==> src/rtl/multicycle_ctrl_pkg.sv <==
// multicycle_ctrl_pkg: shared encodings for the multicycle MIPS controller (MULTICYCLE_CTRL_ILLEGAL_TRAP_EN adds HALT)
package multicycle_ctrl_pkg;
  localparam int OP_W = 6;
  localparam int ST_W = 4;
  typedef enum logic [ST_W-1:0] {
    S_FETCH, S_DECODE, S_MEMADR, S_MEMRD, S_MEMWB, S_MEMWR,
    S_RTYPEEX, S_RTYPEWB, S_BEQEX, S_ADDIEX, S_ADDIWB, S_JEX
`ifdef MULTICYCLE_CTRL_ILLEGAL_TRAP_EN
    , S_HALT
`endif
  } state_e;
  localparam logic [OP_W-1:0] OP_RTYPE = 6'b000000;
  localparam logic [OP_W-1:0] OP_LW    = 6'b100011;
  localparam logic [OP_W-1:0] OP_SW    = 6'b101011;
  localparam logic [OP_W-1:0] OP_BEQ   = 6'b000100;
  localparam logic [OP_W-1:0] OP_ADDI  = 6'b001000;
  localparam logic [OP_W-1:0] OP_J     = 6'b000010;
  localparam logic [OP_W-1:0] FN_ADD = 6'b100000;
  localparam logic [OP_W-1:0] FN_SUB = 6'b100010;
  localparam logic [OP_W-1:0] FN_AND = 6'b100100;
  localparam logic [OP_W-1:0] FN_OR  = 6'b100101;
  localparam logic [OP_W-1:0] FN_SLT = 6'b101010;
  localparam logic [2:0] ALUCONT_AND = 3'b000;
  localparam logic [2:0] ALUCONT_OR  = 3'b001;
  localparam logic [2:0] ALUCONT_ADD = 3'b010;
  localparam logic [2:0] ALUCONT_SUB = 3'b110;
  localparam logic [2:0] ALUCONT_SLT = 3'b111;
  localparam logic [2:0] ALUSRCB_B    = 3'b000;
  localparam logic [2:0] ALUSRCB_FOUR = 3'b001;
  localparam logic [2:0] ALUSRCB_SHT  = 3'b011;
  localparam logic [2:0] ALUSRCB_IMM  = 3'b100;
  localparam logic [1:0] PCSRC_ALU    = 2'b00;
  localparam logic [1:0] PCSRC_ALUOUT = 2'b01;
  localparam logic [1:0] PCSRC_JUMP   = 2'b10;
  localparam logic [1:0] ALUOP_ADD   = 2'b00;
  localparam logic [1:0] ALUOP_SUB   = 2'b01;
  localparam logic [1:0] ALUOP_FUNCT = 2'b10;
  typedef struct packed {
    logic       memread;
    logic       memwrite;
    logic       alusrca;
    logic       memtoreg;
    logic       iord;
    logic       pcen;
    logic       regwrite;
    logic       regdst;
    logic [1:0] pcsource;
    logic [2:0] alusrcb;
    logic       irwrite;
  } ctrl_t;
  function automatic logic funct_known(input logic [OP_W-1:0] f);
    return f == FN_ADD || f == FN_SUB || f == FN_AND || f == FN_OR || f == FN_SLT;
  endfunction
endpackage

==> src/rtl/multicycle_ctrl_aludec.sv <==
// ctrl_aludec: maps aluop and R-type funct to the ALU control code
module ctrl_aludec
  import multicycle_ctrl_pkg::*;
(
  input  logic [1:0]      aluop_i,
  input  logic [OP_W-1:0] funct_i,
  output logic [2:0]      alucont_o
);
  logic [2:0] fn_code;
  // funct decode; unknown functs fall back to ADD
  always_comb begin
    fn_code = funct_i == FN_SUB ? ALUCONT_SUB :
              funct_i == FN_AND ? ALUCONT_AND :
              funct_i == FN_OR  ? ALUCONT_OR  :
              funct_i == FN_SLT ? ALUCONT_SLT : ALUCONT_ADD;
    alucont_o = aluop_i == ALUOP_SUB   ? ALUCONT_SUB :
                aluop_i == ALUOP_FUNCT ? fn_code : ALUCONT_ADD;
  end
endmodule

==> src/rtl/multicycle_ctrl.sv <==
// multicycle_ctrl: Moore FSM sequencing the multicycle MIPS datapath (MULTICYCLE_CTRL_ILLEGAL_TRAP_EN enables the HALT trap)
module multicycle_ctrl
  import multicycle_ctrl_pkg::*;
(
  input  logic            clk,
  input  logic            rst,
  input  logic [OP_W-1:0] op_i,
  input  logic [OP_W-1:0] funct_i,
  input  logic            zero_i,
  input  logic            memready_i,
  output logic            memread_o,
  output logic            memwrite_o,
  output logic            alusrca_o,
  output logic            memtoreg_o,
  output logic            iord_o,
  output logic            pcen_o,
  output logic            regwrite_o,
  output logic            regdst_o,
  output logic [1:0]      pcsource_o,
  output logic [2:0]      alusrcb_o,
  output logic            irwrite_o,
  output logic [2:0]      alucont_o,
  output logic            illegal_o
);
  state_e     state_q, state_d;
  ctrl_t      ctrl, ctrl_o;
  logic [1:0] aluop;
  logic       alu_en;
  logic       illegal_c;
  logic [2:0] alucont;
  ctrl_aludec u_aludec (.aluop_i(aluop), .funct_i(funct_i), .alucont_o(alucont));
  // state register; active-low synchronous reset returns to FETCH
  always_ff @(posedge clk) state_q <= !rst ? S_FETCH : state_d;
  // next state and per-state control decode
  always_comb begin
    state_d   = S_FETCH;
    ctrl      = '0;
    aluop     = ALUOP_ADD;
    alu_en    = 1'b1;
    illegal_c = 1'b0;
    case (state_q)
      S_FETCH: begin
        ctrl.memread = 1'b1;
        ctrl.alusrcb = ALUSRCB_FOUR;
        ctrl.irwrite = memready_i;
        ctrl.pcen    = memready_i;
        state_d      = memready_i ? S_DECODE : S_FETCH;
      end
      S_DECODE: begin
        ctrl.alusrcb = ALUSRCB_SHT;
        state_d = (op_i == OP_LW || op_i == OP_SW) ? S_MEMADR :
                  op_i == OP_RTYPE ? S_RTYPEEX :
                  op_i == OP_BEQ   ? S_BEQEX :
                  op_i == OP_ADDI  ? S_ADDIEX :
                  op_i == OP_J     ? S_JEX :
`ifdef MULTICYCLE_CTRL_ILLEGAL_TRAP_EN
                  S_HALT;
`else
                  S_FETCH;
`endif
      end
      S_MEMADR: begin
        ctrl.alusrca = 1'b1;
        ctrl.alusrcb = ALUSRCB_IMM;
        state_d      = op_i == OP_LW ? S_MEMRD : S_MEMWR;
      end
      S_MEMRD: begin
        ctrl.memread = 1'b1;
        ctrl.iord    = 1'b1;
        state_d      = memready_i ? S_MEMWB : S_MEMRD;
      end
      S_MEMWB: begin
        ctrl.regwrite = 1'b1;
        ctrl.memtoreg = 1'b1;
      end
      S_MEMWR: begin
        ctrl.memwrite = 1'b1;
        ctrl.iord     = 1'b1;
        state_d       = memready_i ? S_FETCH : S_MEMWR;
      end
      S_RTYPEEX: begin
        ctrl.alusrca = 1'b1;
        ctrl.alusrcb = ALUSRCB_B;
        aluop        = ALUOP_FUNCT;
`ifdef MULTICYCLE_CTRL_ILLEGAL_TRAP_EN
        state_d      = funct_known(funct_i) ? S_RTYPEWB : S_HALT;
`else
        state_d      = S_RTYPEWB;
`endif
      end
      S_RTYPEWB: begin
        ctrl.regwrite = 1'b1;
        ctrl.regdst   = 1'b1;
      end
      S_BEQEX: begin
        ctrl.alusrca  = 1'b1;
        ctrl.alusrcb  = ALUSRCB_B;
        ctrl.pcsource = PCSRC_ALUOUT;
        ctrl.pcen     = zero_i;
        aluop         = ALUOP_SUB;
      end
      S_ADDIEX: begin
        ctrl.alusrca = 1'b1;
        ctrl.alusrcb = ALUSRCB_IMM;
        state_d      = S_ADDIWB;
      end
      S_ADDIWB: ctrl.regwrite = 1'b1;
      S_JEX: begin
        ctrl.pcsource = PCSRC_JUMP;
        ctrl.pcen     = 1'b1;
      end
`ifdef MULTICYCLE_CTRL_ILLEGAL_TRAP_EN
      S_HALT: begin
        alu_en    = 1'b0;
        illegal_c = 1'b1;
        state_d   = S_HALT;
      end
`endif
      default: alu_en = 1'b0;
    endcase
  end
  // reset blanks every output so nothing is written while rst is low
  assign ctrl_o     = rst ? ctrl : '0;
  assign memread_o  = ctrl_o.memread;
  assign memwrite_o = ctrl_o.memwrite;
  assign alusrca_o  = ctrl_o.alusrca;
  assign memtoreg_o = ctrl_o.memtoreg;
  assign iord_o     = ctrl_o.iord;
  assign pcen_o     = ctrl_o.pcen;
  assign regwrite_o = ctrl_o.regwrite;
  assign regdst_o   = ctrl_o.regdst;
  assign pcsource_o = ctrl_o.pcsource;
  assign alusrcb_o  = ctrl_o.alusrcb;
  assign irwrite_o  = ctrl_o.irwrite;
  assign alucont_o  = (rst && alu_en) ? alucont : 3'b000;
`ifdef MULTICYCLE_CTRL_ILLEGAL_TRAP_EN
  assign illegal_o  = rst & illegal_c;
`else
  assign illegal_o  = 1'b0 & illegal_c;
`endif
endmodule

==> config.mk <==
export PLATFORM = sky130hd
export DESIGN_NAME = multicycle_ctrl
export DESIGN_NICKNAME = d
export VERILOG_FILES = /design/src/rtl/multicycle_ctrl_pkg.sv /design/src/rtl/multicycle_ctrl_aludec.sv /design/src/rtl/multicycle_ctrl.sv
export SDC_FILE = /design/constraint.sdc
export NUM_CORES = 1
export LEC_CHECK = 0
export ABC_CLOCK_PERIOD_IN_PS = 1400
export CELL_PAD_IN_SITES_DETAIL_PLACEMENT = 1
export CELL_PAD_IN_SITES_GLOBAL_PLACEMENT = 1
export CORE_MARGIN = 4
export CORE_UTILIZATION = 23
export CTS_CLUSTER_DIAMETER = 100
export DETAILED_ROUTE_END_ITERATION = 6
export GPL_TIMING_DRIVEN = 0
export MAX_ROUTING_LAYER = met4
export PLACE_DENSITY_LB_ADDON = 0.1
export SYNTH_ARGS = -nofsm -noshare
export SYNTH_HDL_FRONTEND = slang
export SYNTH_HIERARCHICAL = 1
export SYNTH_SLANG_ARGS = --single-unit
==> constraint.sdc <==
create_clock -name clk -period 1.4 [get_ports clk]
set_input_delay 0.14 -clock clk [delete_from_list [all_inputs] [get_ports clk]]
set_output_delay 0.14 -clock clk [all_outputs]
set_load 0.05 [all_outputs]
==> flow_summary.ini <==
[outcome]
status = complete, but fails checks
violations = setup timing

[synthesis]
ys_warn_count = 6
syn-num-nets = 109
synth_ff_type = dfxtp_1
synth-async-reset-ratio_pct = 0
synth_edf_count = 0
synthCells = 93
syn_area_um2 = 648
synth_cell_type_count = 34
ys_seq_area_share_pct = 12.4
avgSynthCellArea_um2 = 6.97
ys_seq_elements = 4

[setup_path]
cp_slowest_cell = dfxtp_2
rrSetupSlack_ns = 0
crit_family = simple AND/OR/NAND/NOR gates
crit_path_end = alucont_o[0]
cp_max_fo = 8
crit_path_end_kind = primary output
worstSetupPathType = flip-flop to primary output
crit_cells = 7
arrival_ns = 1.69
required_ns = 1.26
crit_path_start = state_q[1]
slowest_delay_ns = 0.33
cp-start-kind = flip-flop
r2r_end = state_q[2]
r2r_cells = 6
crit_path_cell_trace = buf_6 -> nand2b_4 -> nor3_4 -> and4bb_1 -> o21a_1 -> and2_4 -> buf_8
rr_startpoint = state_q[3]
worst-path-buf-inv = 2

[drt]
ant_nets = 0
first_iter_violations = 14
firstDrtPassIters = 4
drc_errors = 0
wl_per_cell_um = 17.2
routed_via_density = 5.15
dr_total_vias = 912
wl_um = 3050

[sta]
hold_viol_final = 0
max_freq_mhz = 547
setup_ws_ns = -0.428
setup_viol = 15
tns_ns = -2.75
min_period_over_period_pct = 131
fin_crit_ns = 1.83
drv_slew = 0
rsz0062_at_grt = yes
clock_skew_ns = 0.00727

[clock_tree]
insertion_delay_ns = 0.24
ctsLongestPathBuffers = 2
clk_pin_slew_ns = 0.04
htree_num_levels = 1
cts_tree = done
cts.sinks = 4
cts_buffers = 3
cts_root_buf = clkbuf_4

[layout]
final_net_count = 165
drive_gt1_share_pct = 57.8
reg.largest.list = state_q x4
n_antenna_cell = 0
largest_register = state_q
synthToLayoutAreaGrowth_pct = 121
largest_reg_flops = 4
stdcell_area_mm2 = 0.00143
fillers = 297
multi_input_area_um2 = 671
seq_area_um2 = 90.1

[placed_design]
gp_congestion = 0.800
hpwl_um = 1860
io_buffers = 32
place_area_mm2 = 0.00107

[global_route]
grt_overflow = 0
use_met3_pct = 2.31
grtUsageTotal_pct = 15.3
use_met1_pct = 19.3
grt_busiest_layer = met2
grt_start_max_net_pins = 11
grt_pass1_wl_um = 4260
grt_pass1_vias = 937
met2_usage_pct = 25.8
grt_antenna_before_repair = 0

[floorplan]
die-area_mm2 = 0.00373
std_cell_rows = 18
die_w_um = 61.1
die_h_um = 61.1
initial_core_util_pct = 25.0
coreArea_mm2 = 0.00259
io_pins = 34

[power]
leakage_nw = 0.605
max-vdd-ir-drop_v = 0.000561
p_per_area_mw_per_mm2 = 393

[min_path]
holdCritStartpoint = rst
min_path_type = primary input to flip-flop

[run]
max_cap_violations = 0
[cells by family after synthesis]
family / count (synthesis) / synth area share, %
flops: 4 / 12.4
mux: 3 / 5.21
buf+inv: 9 / 8.49
simple gates: 53 / 49.0
xor+xnor: 2 / 2.70
other cells: 1 / 0.579
compound gates: 21 / 21.6
[worst min path at each step]
stage                             to  slack (ns)  depth (start not counted)
after global placement    state_q[2]        0.67                          3
after floorplan           state_q[0]        0.33                          3
after global routing      state_q[3]        0.66                          3
after CTS                 state_q[3]        0.69                          3
final                     state_q[3]        0.61                          3
after detailed placement  state_q[2]        0.67                          3
[worst reg2reg max path, cell delays in order (launching register included)]
cell	delay, ns
dfxtp_4	0.35
buf_6	0.11
buf_6	0.11
nor2_4	0.13
nor4b_4	0.26
a31oi_1	0.15
o32ai_2	0.19
[stage by stage]
step	total power [mW]	utilization [%]	cells	hold slack [ns]	setup WS, ns
after detailed placement	0.369	41.5	155	0.673	-0.978
after floorplan	0.268	-	93	0.328	-0.0102
after global placement	0.364	41.5	155	0.669	-0.980
after CTS	0.538	47.6	168	0.689	-0.433
after global routing	0.599	55.3	177	0.655	-0.498
final	0.563	55.3	177	0.615	-0.428
[cell type report]
| cell class | instances | area share [%] |
|---|---|---|
| timing repair buffer | 53 | 38.5 |
| tap | 30 | 2.62 |
| multi-input combinational | 80 | 46.9 |
| inverter | 3 | 0.962 |
| sequential | 4 | 6.29 |
| clock buffer | 3 | 1.57 |
| buffer | 4 | 3.15 |
[cells in the mapped netlist, drive strengths merged, types with 3 or more instances]
cell type / instances / share of area, %
nor2: 14 / 8.1
a21oi: 8 / 6.2
nor3: 7 / 5.4
and2: 5 / 4.8
and3: 5 / 4.8
buf: 5 / 6.2
nand2: 5 / 2.9
nand2b: 5 / 6.0
dfxtp: 4 / 12
nand3: 4 / 3.1
and4bb: 3 / 5.8
inv: 3 / 1.7
mux2: 3 / 5.2
o21ai: 3 / 2.3
[metal layers]
metal	share of wire, %	wire length [um]	up-vias
li1	-	-	443
met1	43	1310	442
met2	52	1580	25
met3	4.4	133	2
met4	0.95	29	0
met5	0	0	-
[what timing repair did]
| action | CTS | global route |
|---|---|---|
| buffers inserted | 10 | 11 |
| pin swaps | 6 | 15 |
| hold buffers | 0 | 0 |
| endpoints found under the setup margin | 18 | 18 |
| resized for setup | 135 | 34 |
[power by group]
group,total [mW],switching [mW],internal [mW]
Sequential,0.125,0.00808,0.116
Clock,0.143,0.0468,0.0958
Combinational,0.296,0.158,0.137
Total,0.563,0.213,0.350
[placed cells by master, fill, tap and decap left out, types with 3 or more instances in the layout]
master and n:
nand3_1 3, and3_1 4, buf_8 8, nor2_2 3, nor3_1 4, clkbuf_4 3, o21ai_0 3, clkdlybuf4s50_1 14
a21oi_1 8, buf_4 17, buf_6 16, nor2_4 7, and2_4 5, nor2_1 4
No activity file was read; power rests on OpenSTA's default activity.
==> RTL change 1, RTL diff (same flow settings) <==
The option `MULTICYCLE_CTRL_ILLEGAL_TRAP_EN` is turned on by a define.
--- a/src/rtl/multicycle_ctrl_pkg.sv
+++ b/src/rtl/multicycle_ctrl_pkg.sv
@@ -1,4 +1,6 @@
 // multicycle_ctrl_pkg: shared encodings for the multicycle MIPS controller (MULTICYCLE_CTRL_ILLEGAL_TRAP_EN adds HALT)
+`define MULTICYCLE_CTRL_ILLEGAL_TRAP_EN
+
 package multicycle_ctrl_pkg;
   localparam int OP_W = 6;
   localparam int ST_W = 4;
Formal check against the unedited RTL: not equivalent (Yosys sat finds a counterexample within 4 cycles, from zero or initial values and one cycle with rst low).
==> RTL change 1 against the original RTL <==
- the run still ends with negative setup slack left
- final cell count grew 17%
- register-to-register slack lost 0.07 ns
- synthesized cell count grew 19%
- worst setup slack gained 0.0031 ns
- wire length grew 9.4%
- area after synthesis grew 13%
- utilization shrank 2.6 points
- sequential cell count is the same
- hold slack lost 0.25 ns
- cell area grew 12%
- fmax grew 0.17%
Power is not compared: it rests on default switching activity, and its combinational part moved more than twofold at a synthesized area within 25%.
==> RTL change 1: results (changes against the original RTL) <==
stage	metric	value	unit	change
global_routing	use_met1	17.4	%	-1.9 points
route	route.met3.wl	96	microns	-28%
route	routed_via_density	5.15		about the same
logic_synthesis	synthMuxAreaShare	1.54	%	-3.7 points
place	place_hpwl	2.19	mm	+18%
setup_path	cp-endpoint	alucont_o[2]		
logic_synthesis	synth_compound_area_share	27.4	%	+5.8 points
place	pre_cts_ws	-0.984	ns	-0.00620 ns
min_path	hold_depth	5		+2
layout	final-clk-cell-share	1.40	%	-0.17 points
route	drtIter0Drc	42		+28
run_status	status	complete, but fails checks		
layout	multi_input_gates	96		+20%
sta	hold_slack	0.366	ns	-0.249 ns
sta	setup_violations	17		+2
layout	buffers	55		-3.5%
logic_synthesis	synthTopCellsByCount	nor2_1, nor3_1, nand2_1		
layout	buffer_area_share	36.5	%	-5.2 points
run_status	violations	negative setup slack		
route	route.met2.wl	1.87	mm	+19%
sta	setup_ws	-0.425	ns	+0.00307 ns
setup_path	reg2reg_slack	-0.07	ns	-0.07 ns
logic_synthesis	synth-xor-area-share	3.60	%	+0.90 points
global_routing	grt_pass1_wl	5.31	mm	+25%
layout	drive_gt1_share	55.8	%	-2.0 points
route	wl_per_cell	16.1	microns	-6.4%
logic_synthesis	synth_fp_nets	127		+17%
setup_path	crit_start	state_q[2]		
[RTL change 1: power by group through the flow]
stage	logic (mW)	registers, mW	clock network [mW]
final	0.634	0.136	0.152
after global routing	0.670	0.138	0.164
after CTS	0.552	0.137	0.154
after detailed placement	0.454	0.135	0
after global placement	0.449	0.135	0
after floorplan	0.306	0.133	0
[RTL change 1: repair_timing]
item	4_1_cts	5_1_grt
setup buffers	9	8
hold buffers	0	0
cloned	0	0
resized for setup	167	18
pin swaps	9	11
setup endpoints to repair	20	21
[RTL change 1: worst max-delay path, delay by kind of cell, from the launching register on]
kind | cells | cell delay (ns)
AO/OA/AOI/OAI | 1 | 0.21
buffers and inverters | 3 | 0.33
flip-flops | 1 | 0.32
AND/OR/NAND/NOR | 4 | 0.57
[RTL change 1: stage by stage]
| step | instances | util [%] |
|---|---|---|
| final | 207 | 52.7 |
| after global routing | 207 | 52.7 |
| after CTS | 199 | 47.9 |
| after detailed placement | 187 | 39.8 |
| after global placement | 187 | 39.8 |
| after floorplan | 111 | - |
==> RTL change 2, RTL diff (same settings) <==
Without the edit above. The 12 states of `state_e` get a one-hot encoding in 12 bits.
--- a/src/rtl/multicycle_ctrl_pkg.sv
+++ b/src/rtl/multicycle_ctrl_pkg.sv
@@ -2,9 +2,9 @@
 package multicycle_ctrl_pkg;
   localparam int OP_W = 6;
   localparam int ST_W = 4;
-  typedef enum logic [ST_W-1:0] {
-    S_FETCH, S_DECODE, S_MEMADR, S_MEMRD, S_MEMWB, S_MEMWR,
-    S_RTYPEEX, S_RTYPEWB, S_BEQEX, S_ADDIEX, S_ADDIWB, S_JEX
+  typedef enum logic [11:0] {
+    S_FETCH = 12'b000000000001, S_DECODE = 12'b000000000010, S_MEMADR = 12'b000000000100, S_MEMRD = 12'b000000001000, S_MEMWB = 12'b000000010000, S_MEMWR = 12'b000000100000,
+    S_RTYPEEX = 12'b000001000000, S_RTYPEWB = 12'b000010000000, S_BEQEX = 12'b000100000000, S_ADDIEX = 12'b001000000000, S_ADDIWB = 12'b010000000000, S_JEX = 12'b100000000000
 `ifdef MULTICYCLE_CTRL_ILLEGAL_TRAP_EN
     , S_HALT
 `endif
Check against the original RTL: no difference found for any inputs over 10 cycles, from zero or initial values and one cycle with rst low; not proved beyond that.
==> RTL change 2 against the original RTL <==
- the flow still finishes with violations (negative setup slack)
- worst setup slack got worse by 0.56 ns
- area after synthesis grew 63%
- combinational power up 75%
- sequential share of layout area is 5.4 points higher
- sequential cell count grew 8
- synthesized cell count is 56% higher
- first-iteration DRC count rose to 4.7 times the old value
- register-to-register slack got worse by 0.53 ns
- cell area rose by 56%
- power up 130%
- wire length is 53% higher
- critical path type unchanged
==> RTL change 2: results (changes against the original RTL) <==
stage	metric	value	unit	change
global_routing	use_met3	2.11	%	-0.20 points
setup_path	crit_family	buffers and inverters		
logic_synthesis	synth-xor-area-share	4.14	%	+1.4 points
sta	setup_tns	-14.17	ns	-11.42 ns
logic_synthesis	synth_fp_nets	161		+48%
layout	drive_gt1_share	60.4	%	+2.6 points
sta	setup_violations	28		+13
sta	hold_slack	0.423	ns	-0.192 ns
route	wl_per_cell	17.7	microns	+2.6%
sta	setup_ws	-0.986	ns	-0.559 ns
pwr	p_leak	0.839	nW	+39%
logic_synthesis	synth-seq-area-share	22.7	%	+10 points
cts	clk_pin_slew	0.06	ns	+0.02 ns
setup_path	cp_slowest_cell	o32a_1		
place	place_hpwl	2.93	mm	+58%
global_routing	grt_pass1_wl	6.41	mm	+51%
run_status	violations	negative setup slack		
global_routing	use_met1	18.1	%	-1.2 points
setup_path	slowest_delay	0.39	ns	+0.06 ns
logic_synthesis	synthTopCellsByCount	nor2_1, nand2_1, nor3_1		
cts	root_buffer	clkbuf_8		
setup_path	r2r_start	state_q[5]		
pwr	peakVddDrop	0.441	mV	-21%
place	gp_congestion	0.853		+6.6%
route	vias	1367		+50%
logic_synthesis	synth_fa_ha_area_share	0.947	%	+0.95 points
setup_path	path_max_fanout	4		-4
setup_path	reg2reg_slack	-0.53	ns	-0.53 ns
place	pre_cts_ws	-1.43	ns	-0.452 ns
run_status	status	complete, but fails checks		
sta	clock_skew	0.00352	ns	-0.00376 ns
layout	nNetsFinal	229		+39%
global_routing	met2_usage	26.0	%	+0.12 points
global_routing	grt_pass1_vias	1289		+38%
logic_synthesis	synth_compound_area_share	14.2	%	-7.4 points
RTL change 2: cell count changes after synthesis, sizes merged, moves of 4 or more:
cell and delta:
and3 -4, nor3 +6, nor4 +8, and2 -4, nand2 +11, nand3 +5
nor2 +9, dfxtp +8
RTL change 2: layer usage:
metal	vias to the layer above	wire length, microns
met4	0	42
met2	32	2600
li1	657	-
met1	672	1840
met3	6	180
met5	-	0
RTL change 2: timing repair:
item	CTS	global route
pin swaps	18	19
hold endpoints to repair	0	0
gates cloned	1	0
resized for setup	138	42
endpoints found under the setup margin	28	29
buffers inserted	19	18
RTL change 2: layout make-up:
class                           instances  area, sq um
Fill cell                             503         2190
Multi-Input combinational cell        117         1110
Timing Repair Buffer                   68          648
Sequential cell                        12          262
Tap cell                               52         65.1
Buffer                                  6         56.3
Clock buffer                            4         55.1
Inverter                                5         28.8
RTL change 2: worst reg2reg max path: cells and delay by family (launching register included):
family	cells	cell delay, ns
flops	1	0.31
buf+inv	4	0.52
simple gates	5	1.02
RTL change 2: cell families (layout without fill, tap and decap cells):
group                    count (synthesis)  count (layout)
AO/OA/AOI/OAI                           20              20
flip-flops                              12              12
AND/OR/NAND/NOR                         90              90
buffers and inverters                   16              83
XOR/XNOR                                 5               5
adder cells (fa/ha/maj)                  1               1
other                                    1               1
RTL change 2: path summary, 6_finish.rpt:
check / end / cells after the start
worst max-delay path: pcen_o / 9
worst min-delay path: state_q[9] / 2
worst max register to register: state_q[8] / 9
worst min register to register: state_q[1] / 2
RTL change 2: where the power goes:
part / switching [mW] / leakage, nW / internal [mW]
combinational: 0.290 / 0.708 / 0.229
sequential: 0.0243 / 0.102 / 0.345
clock: 0.142 / 0.0288 / 0.249
RTL change 2: per-stage QoR:
step	cell area [sq um]	std cells	utilization, %
after detailed placement	1680	228	38.0
after floorplan	1300	145	-
final	2230	264	50.5
after global routing	2230	264	50.5
after global placement	1680	228	38.0
after CTS	1980	249	44.9
